<file path="config.mk">
export PLATFORM = sky130hd
export DESIGN_NAME = spi_frame_decoder
export DESIGN_NICKNAME = d
export VERILOG_FILES = /design/src/rtl/spi_pkg.sv /design/src/rtl/spi_shift_in.sv /design/src/rtl/spi_frame_decoder.sv
export SDC_FILE = /design/constraint.sdc
export NUM_CORES = 1
export LEC_CHECK = 0
export ABC_AREA = 1
export BUFFER_PORTS_ARGS = -buffer_cell sky130_fd_sc_hd__buf_2
export CAP_MARGIN = 20
export CORE_MARGIN = 2
export CORE_UTILIZATION = 40
export DETAILED_ROUTE_END_ITERATION = 7
export GPL_ROUTABILITY_DRIVEN = 0
export GPL_TIMING_DRIVEN = 0
export SYNTH_ARGS = -nofsm -noshare
export SYNTH_HDL_FRONTEND = slang
export SYNTH_SLANG_ARGS = --single-unit
</file>
<file path="constraint.sdc">
create_clock -name spi_clk -period 1.27 [get_ports spi_clk]
set_input_delay 0 -clock spi_clk [delete_from_list [all_inputs] [get_ports spi_clk]]
set_output_delay 0 -clock spi_clk [all_outputs]
set_load 0.01 [all_outputs]
</file>
<file path="src/rtl/spi_pkg.sv">
// spi_pkg: shared field widths and frame-state type for the SPI frame decoder.
package spi_pkg;
    localparam int SPI_ADDR_W = 7;
    localparam int SPI_DATA_W = 8;
    typedef enum logic {SPI_CMD, SPI_DATA} spi_state_t;
endpackage

</file>
<file path="src/rtl/spi_shift_in.sv">
// spi_shift_in: MSB-first shift register and bit counter; flags the edge that completes each byte.
module spi_shift_in import spi_pkg::*; #(
    parameter int DATA_W = SPI_DATA_W
) (
    input  logic              spi_clk,
    input  logic              full_rstn,
    input  logic              pico,
    output logic [DATA_W-1:0] data_byte,
    output logic              byte_done
);
    localparam int CNT_W = $clog2(DATA_W);
    logic [DATA_W-2:0] shift_q;
    logic [CNT_W-1:0]  bit_cnt_q, bit_cnt_d;
    // The completed byte includes the bit arriving on this edge, so there is no extra latency.
    assign data_byte = {shift_q, pico};
    assign byte_done = bit_cnt_q == CNT_W'(DATA_W - 1);
    assign bit_cnt_d = byte_done ? '0 : bit_cnt_q + 1'b1;
    always_ff @(posedge spi_clk or negedge full_rstn) begin
        if (!full_rstn) begin
            shift_q   <= '0;
            bit_cnt_q <= '0;
        end else begin
            shift_q   <= data_byte[DATA_W-2:0];
            bit_cnt_q <= bit_cnt_d;
        end
    end
endmodule

</file>
<file path="src/rtl/spi_frame_decoder.sv">
// spi_frame_decoder: splits an SPI frame into a command byte and data bytes for the register file.
// Define SPI_ADDR_AUTOINC_EN to advance addr after every data byte.
module spi_frame_decoder import spi_pkg::*; #(
    parameter int ADDR_W    = SPI_ADDR_W,
    parameter int DATA_W    = SPI_DATA_W,
    parameter int MAX_BURST = 16
) (
    input  logic                           spi_clk,
    input  logic                           full_rstn,
    input  logic                           pico,
    output logic [ADDR_W-1:0]              addr,
    output logic                           is_write,
    output logic                           cmd_valid,
    output logic [DATA_W-1:0]              wdata,
    output logic                           wdata_valid,
    output logic [$clog2(MAX_BURST+1)-1:0] burst_cnt,
    output logic                           burst_ovf
);
    localparam int CNT_W = $clog2(MAX_BURST + 1);
    spi_state_t        state_q, state_d;
    logic [ADDR_W-1:0] addr_q, addr_d;
    logic              is_write_q, is_write_d;
    logic              cmd_valid_q, cmd_valid_d;
    logic [DATA_W-1:0] wdata_q, wdata_d;
    logic              wdata_valid_q, wdata_valid_d;
    logic [CNT_W-1:0]  burst_cnt_q, burst_cnt_d;
    logic              burst_ovf_q, burst_ovf_d;
    logic [DATA_W-1:0] data_byte;
    logic              byte_done;
    logic              at_max;

    spi_shift_in #(.DATA_W(DATA_W)) u_shift (
        .spi_clk   (spi_clk),
        .full_rstn (full_rstn),
        .pico      (pico),
        .data_byte (data_byte),
        .byte_done (byte_done)
    );

    assign at_max = burst_cnt_q == CNT_W'(MAX_BURST);

    always_comb begin
        state_d       = state_q;
        addr_d        = addr_q;
        is_write_d    = is_write_q;
        cmd_valid_d   = cmd_valid_q;
        wdata_d       = wdata_q;
        wdata_valid_d = 1'b0;
        burst_cnt_d   = burst_cnt_q;
        burst_ovf_d   = burst_ovf_q;
        if (byte_done && state_q == SPI_CMD) begin
            {is_write_d, addr_d} = data_byte;
            cmd_valid_d          = 1'b1;
            state_d              = SPI_DATA;
        end else if (byte_done) begin
            wdata_d       = data_byte;
            wdata_valid_d = is_write_q;
            burst_cnt_d   = at_max ? burst_cnt_q : burst_cnt_q + 1'b1;
            burst_ovf_d   = burst_ovf_q | at_max;
`ifdef SPI_ADDR_AUTOINC_EN
            addr_d        = addr_q + 1'b1;
`else
            addr_d        = addr_q;
`endif
        end
    end

    // DATA has no exit; the frame ends only when csb pulls full_rstn low.
    always_ff @(posedge spi_clk or negedge full_rstn) begin
        if (!full_rstn) begin
            state_q       <= SPI_CMD;
            addr_q        <= '0;
            is_write_q    <= 1'b0;
            cmd_valid_q   <= 1'b0;
            wdata_q       <= '0;
            wdata_valid_q <= 1'b0;
            burst_cnt_q   <= '0;
            burst_ovf_q   <= 1'b0;
        end else begin
            state_q       <= state_d;
            addr_q        <= addr_d;
            is_write_q    <= is_write_d;
            cmd_valid_q   <= cmd_valid_d;
            wdata_q       <= wdata_d;
            wdata_valid_q <= wdata_valid_d;
            burst_cnt_q   <= burst_cnt_d;
            burst_ovf_q   <= burst_ovf_d;
        end
    end

    assign addr        = addr_q;
    assign is_write    = is_write_q;
    assign cmd_valid   = cmd_valid_q;
    assign wdata       = wdata_q;
    assign wdata_valid = wdata_valid_q;
    assign burst_cnt   = burst_cnt_q;
    assign burst_ovf   = burst_ovf_q;
endmodule
</file>
## Word-level counts from Yosys, hierarchy flattened

Index checks and enable logic that the tools add are counted.
W data, S select, Z words.

| storage, ports and cells | value |
|---|---|
| memory bits (read-only) | 0 |
| bits in writable memories | 0 |
| memories | 0 |
| output and inout port bits | 24 |
| latch bits | 0 |
| input port bits | 3 |
| bits in registers | 34 |

| operators by class | value |
|---|---|
| eq/ne operators | 2 |
| magnitude comparators | 0 |
| div/mod/pow operators | 0 |
| multipliers | 0 |
| muxes and demuxes | 3 |
| add/subtract/negate cells | 2 |
| bitwise logic cells | 4 |
| shifts and indexed selects | 0 |
| reduce and logical (&&, ||, !) cells | 3 |

Operators by type and width:

| cell | count |
|---|---|
| $add A5 B1 Y5 const B | 1 |
| $eq A5 B5 Y1 const B | 1 |
| $add A3 B1 Y3 const B | 1 |
| $eq A3 B3 Y1 const B | 1 |
| $mux W3 | 1 |
| $not A1 Y1 | 3 |
| $reduce_and A3 Y1 | 1 |
| $mux W1 | 2 |
| $reduce_and A2 Y1 | 1 |
| $logic_and A1 B1 Y1 | 1 |
| $or A1 B1 Y1 | 1 |

## Logic depth before layout (Yosys ltp)

| logic depth | value |
|---|---|
| word-level depth | 4 |
| mapped depth | 9 |
| depth with buffers taken out | 9 |

## Cells and area by module

A second synthesis with hierarchy kept.

| second synthesis, totals | value |
|---|---|
| cell total of the unflattened synthesis | 124 |
| area, all modules | 1297.5 µm² |

Modules (own cells, without submodules):

| module | cells an instance | instances | seq. area each (µm²) | area each (µm²) |
|---|---|---|---|---|
| spi_frame_decoder | 110 | 1 | 600.6 | 1011.0 |
| spi_shift_in | 14 | 1 | 250.2 | 286.5 |

## Worst setup path after synthesis

OpenSTA, ideal clock, no wires.

| timing path | value |
|---|---|
| path kind | reg-to-reg |
| from | register u_shift.bit_cnt_q[0] |
| to | register addr_q[4], in the netlist addr[4] |
| slack | -11 ps |
| setup time | 74 ps |
| data arrival time | 1207 ps |
| data required time | 1196 ps |
| path buffers | 1 |
| period minus slack after synthesis | 1281 ps |
| stages on the path, launching flop included | 7 |
| cells stage by stage | dfrtp_1 ha_1 ha_1 nand2_4 buf_6 nand2_2 o21ai_2 |

| on the way | value |
|---|---|
| cells in the longest elaborated chain, start to end | 2 |

Ends and longest elaborated chain:

| item | RTL line | RTL |
|---|---|---|
| start: declaration | spi_shift_in.sv:13 | `logic [CNT_W-1:0] bit_cnt_q, bit_cnt_d;` |
| start signal: assignment | spi_shift_in.sv:24 | `bit_cnt_q <= bit_cnt_d;` |
| $eq A3 B3 Y1 | spi_shift_in.sv:16 | `assign byte_done = bit_cnt_q == CNT_W'(DATA_W - 1);` |
| $logic_and A1 B1 Y1 | spi_frame_decoder.sv:51 | `if (byte_done && state_q == SPI_CMD) begin` |
| end signal: assignment | spi_frame_decoder.sv:81 | `addr_q <= addr_d;` |
| end: declaration | spi_frame_decoder.sv:21 | `logic [ADDR_W-1:0] addr_q, addr_d;` |

No other way between the ends.
A chain may end at the register's enable or synchronous reset.

## Worst setup path after layout

| timing path | value |
|---|---|
| from | register u_shift.bit_cnt_q[0] |
| to | register addr_q[5], in the netlist addr[5] |

Same word-level chain as after synthesis.

==> summary.md <==
| Metric | Value |
|---|---|
| HP Class | input pin to async pin |
| Largest net degree at the start of global routing | 35 |
| Antenna violation net count after detailed routing | 0 |
| Die area | 3880 sq um |
| Chip Height | 62.3 um |
| DP Wirelength | 1.67 mm |
| Vias per cell | 4.73 |
| Fin worst setup slack | 22.8 ps |
| Final clock skew | 7.11 ps |
| Ratio of final minimum period to clock period | 0.982 |
| Via count | 1040 |
| Die width | 62.3 um |
| Total grt overflow | 0 |
| Total Routed Length | 2.87 mm |
| PD cells | 1080 nW/um^2 |
| Clk sink count | 34 |
| CTS Buf Count | 5 |
| Area of the mapped netlist | 1360 sq um |
| I/O pin count | 27 |
| H-tree levels | 2 |
| DR iter-0 viols | 85 |
| Row count | 21 |
| Longest Clk Path Bufs | 2 |
| Vias in the first global route | 1092 |
| Port bufs | 26 |
| Synthesized area per cell | 10.8 sq um |
| Nets | 182 |
| Outcome | finished, final reports clean |
| DRC | 0 |
| Min Hold Slack | 246 ps |
| GRT Total Usage | 0.167 |
| Post-synth ARST share | 1.00 |
| Post-synth top area cell | dfrtp_1 |
| Max Fclk | 0.802 GHz |
| Setup CP Type | flip-flop to flip-flop |
| Area grow syn2layout | 41.9% |
| # fillers | 299 |
| YS warnings | 0 |
| Post-Syn Nets | 134 |
| Primary FF master, synth | dfrtp_1 |
| Hold Vio Cnt, Final | 0 |
| Clk pin slew, worst setup/hold paths | 110 ps |
| Core area | 3310 sq um |
| Ratio of cells with drive above 1 in the final layout | 0.500 |
| Most instantiated cells after synthesis | dfrtp_1, nand2_1, inv_1 |
| RSZ-0062 raised after global routing | true |
| Clk Latency, worst-skew pair | 340 ps |
| Number of max-cap violations | 0 |
| 1st-pass router iterations | 4 |
| Top cell type's share of synthesized area | 0.626 |
| Worst path arrival time | 1490 ps |
| Largest cells by area after synthesis | dfrtp_1, nand2_1, o21ai_2 |
| CTS tree | yes |
| Syn Inst Count | 126 |
| First-pass GRT wire length | 4.91 mm |
| Post-synth EDFFs | 0 |
| Clk Tree Root Cell | clkbuf_4 |
| Final setup fails | 0 |
| Place WS | -160 ps |
| CP Max Fanout | 10 |
| Peak supply drop | 0.768 mV |
| Worst-margin pin slew | 742 ps |
| Setup crit start kind | flip-flop |
| #FFs+latches synth | 34 |
| Count leader, synth | dfrtp_1 |
| Normalized max-slew margin | 0.505 |
| Antenna Cells | 0 |
| Register area share after synthesis | 0.626 |
| Starting Density | 0.410 |
| Initial antenna violation count | 0 |
| WP data required | 1510 ps |
| Library cells used by synthesis | 17 |
| CP Capture Type | flip-flop |
| Wire per inst | 13.1 um |
| Minimum clock period | 1250 ps |
| Max-slew violations | 0 |
| Leak Pwr | 0.974 nW |
critical path, stage by stage (launching register included):
cell and delay, ps:
dfrtp_1 400, ha_4 170, ha_4 210, nand2_8 100
buf_12 160, nand2_2 60, o21ai_2 40
metrics by stage:
stage | utilization | cell area, sq um | instances | TNS, ps | total power [W]
floorplan | - | 1360 | 126 | 0 | 0.00121
global placement | 0.468 | 1550 | 198 | -1400 | 0.00126
detailed placement | 0.468 | 1550 | 198 | -1990 | 0.00127
CTS | 0.541 | 1790 | 217 | 0 | 0.00209
global route | 0.582 | 1930 | 220 | -512 | 0.00217
finish | 0.582 | 1930 | 220 | 0 | 0.00208
power breakdown:
| group | leakage [nW] | internal, W | switching [W] | total, W |
|---|---|---|---|---|
| Sequential | 0.402 | 0.00112 | 0.0000220 | 0.00114 |
| Combinational | 0.528 | 0.0000447 | 0.0000682 | 0.000113 |
| Clock | 0.0443 | 0.000458 | 0.000364 | 0.000822 |
| Total | 0.974 | 0.00162 | 0.000454 | 0.00208 |
what timing repair did:
action | in CTS | in global routing
endpoints found under the setup margin | 22 | 14
gates resized for setup | 10 | 31
hold buffers | 2 | 0
endpoints found under the hold margin | 37 | 0
setup buffers | 10 | 3
gates cloned | 0 | 0
pin swaps | 5 | 11
logic make-up (layout without fill, tap and decap cells):
logic type,after synthesis,after routing,share of synthesized area
AO/OA/AOI/OAI,18,18,0.0902
XOR/XNOR,1,1,0.00645
adder cells (fa/ha/maj),5,5,0.0460
buffers and inverters,19,67,0.0635
flip-flops,34,34,0.626
AND/OR/NAND/NOR,49,49,0.168
final timing paths:
path | startpoint | end | slack, ps | cells past startpoint
worst min-delay path | full_rstn | burst_cnt[0] | 250 | 2
worst max register to register | u_shift.bit_cnt_q[0] | addr[5] | 20 | 6
max in group asynchronous | full_rstn | burst_cnt[0] | 520 | 2
worst min register to register | u_shift.shift_q[1] | u_shift.shift_q[2] | 380 | 0
worst max-delay path | u_shift.bit_cnt_q[0] | addr[5] | 20 | 6
min in group spi_clk | pico | u_shift.shift_q[0] | 320 | 2
layout make-up:
cell class | count | area (sq um) | area share
Sequential cell | 34 | 852 | 0.442
Clock buffer | 6 | 51.3 | 0.0266
Multi-Input combinational cell | 73 | 563 | 0.292
Timing Repair Buffer | 41 | 275 | 0.143
Clock inverter | 1 | 30.0 | 0.0156
Inverter | 17 | 63.8 | 0.0331
Buffer | 2 | 35.0 | 0.0182
Tap cell | 46 | 57.6 | 0.0299
cell usage in the layout (no fill, tap or decap), types with 3 or more instances in the layout:
cell	instances
inv_2	3
nand2_4	6
nand2_1	20
clkbuf_4	5
nand2_2	10
inv_1	14
buf_6	4
dfrtp_1	33
nand4_1	3
ha_4	4
o21ai_2	8
buf_4	8
o21ai_1	9
buf_2	26
flip-flops by register name (all words and copies together) (netlist names):
name               flops
addr                   7
burst_cnt              5
burst_ovf              1
cmd_valid              1
is_write               1
u_shift.bit_cnt_q      3
u_shift.shift_q        7
wdata                  8
wdata_valid            1
layer usage:
metal	wire [um]	global-route usage	vias to the layer above	part of all wire
met5	0	0	-	0
met4	71	0.0889	0	0.025
met3	132	0.0489	8	0.046
met2	1430	0.274	33	0.50
met1	1240	0.200	506	0.43
li1	-	-	493	-
No activity file was read; power rests on OpenSTA's default activity.
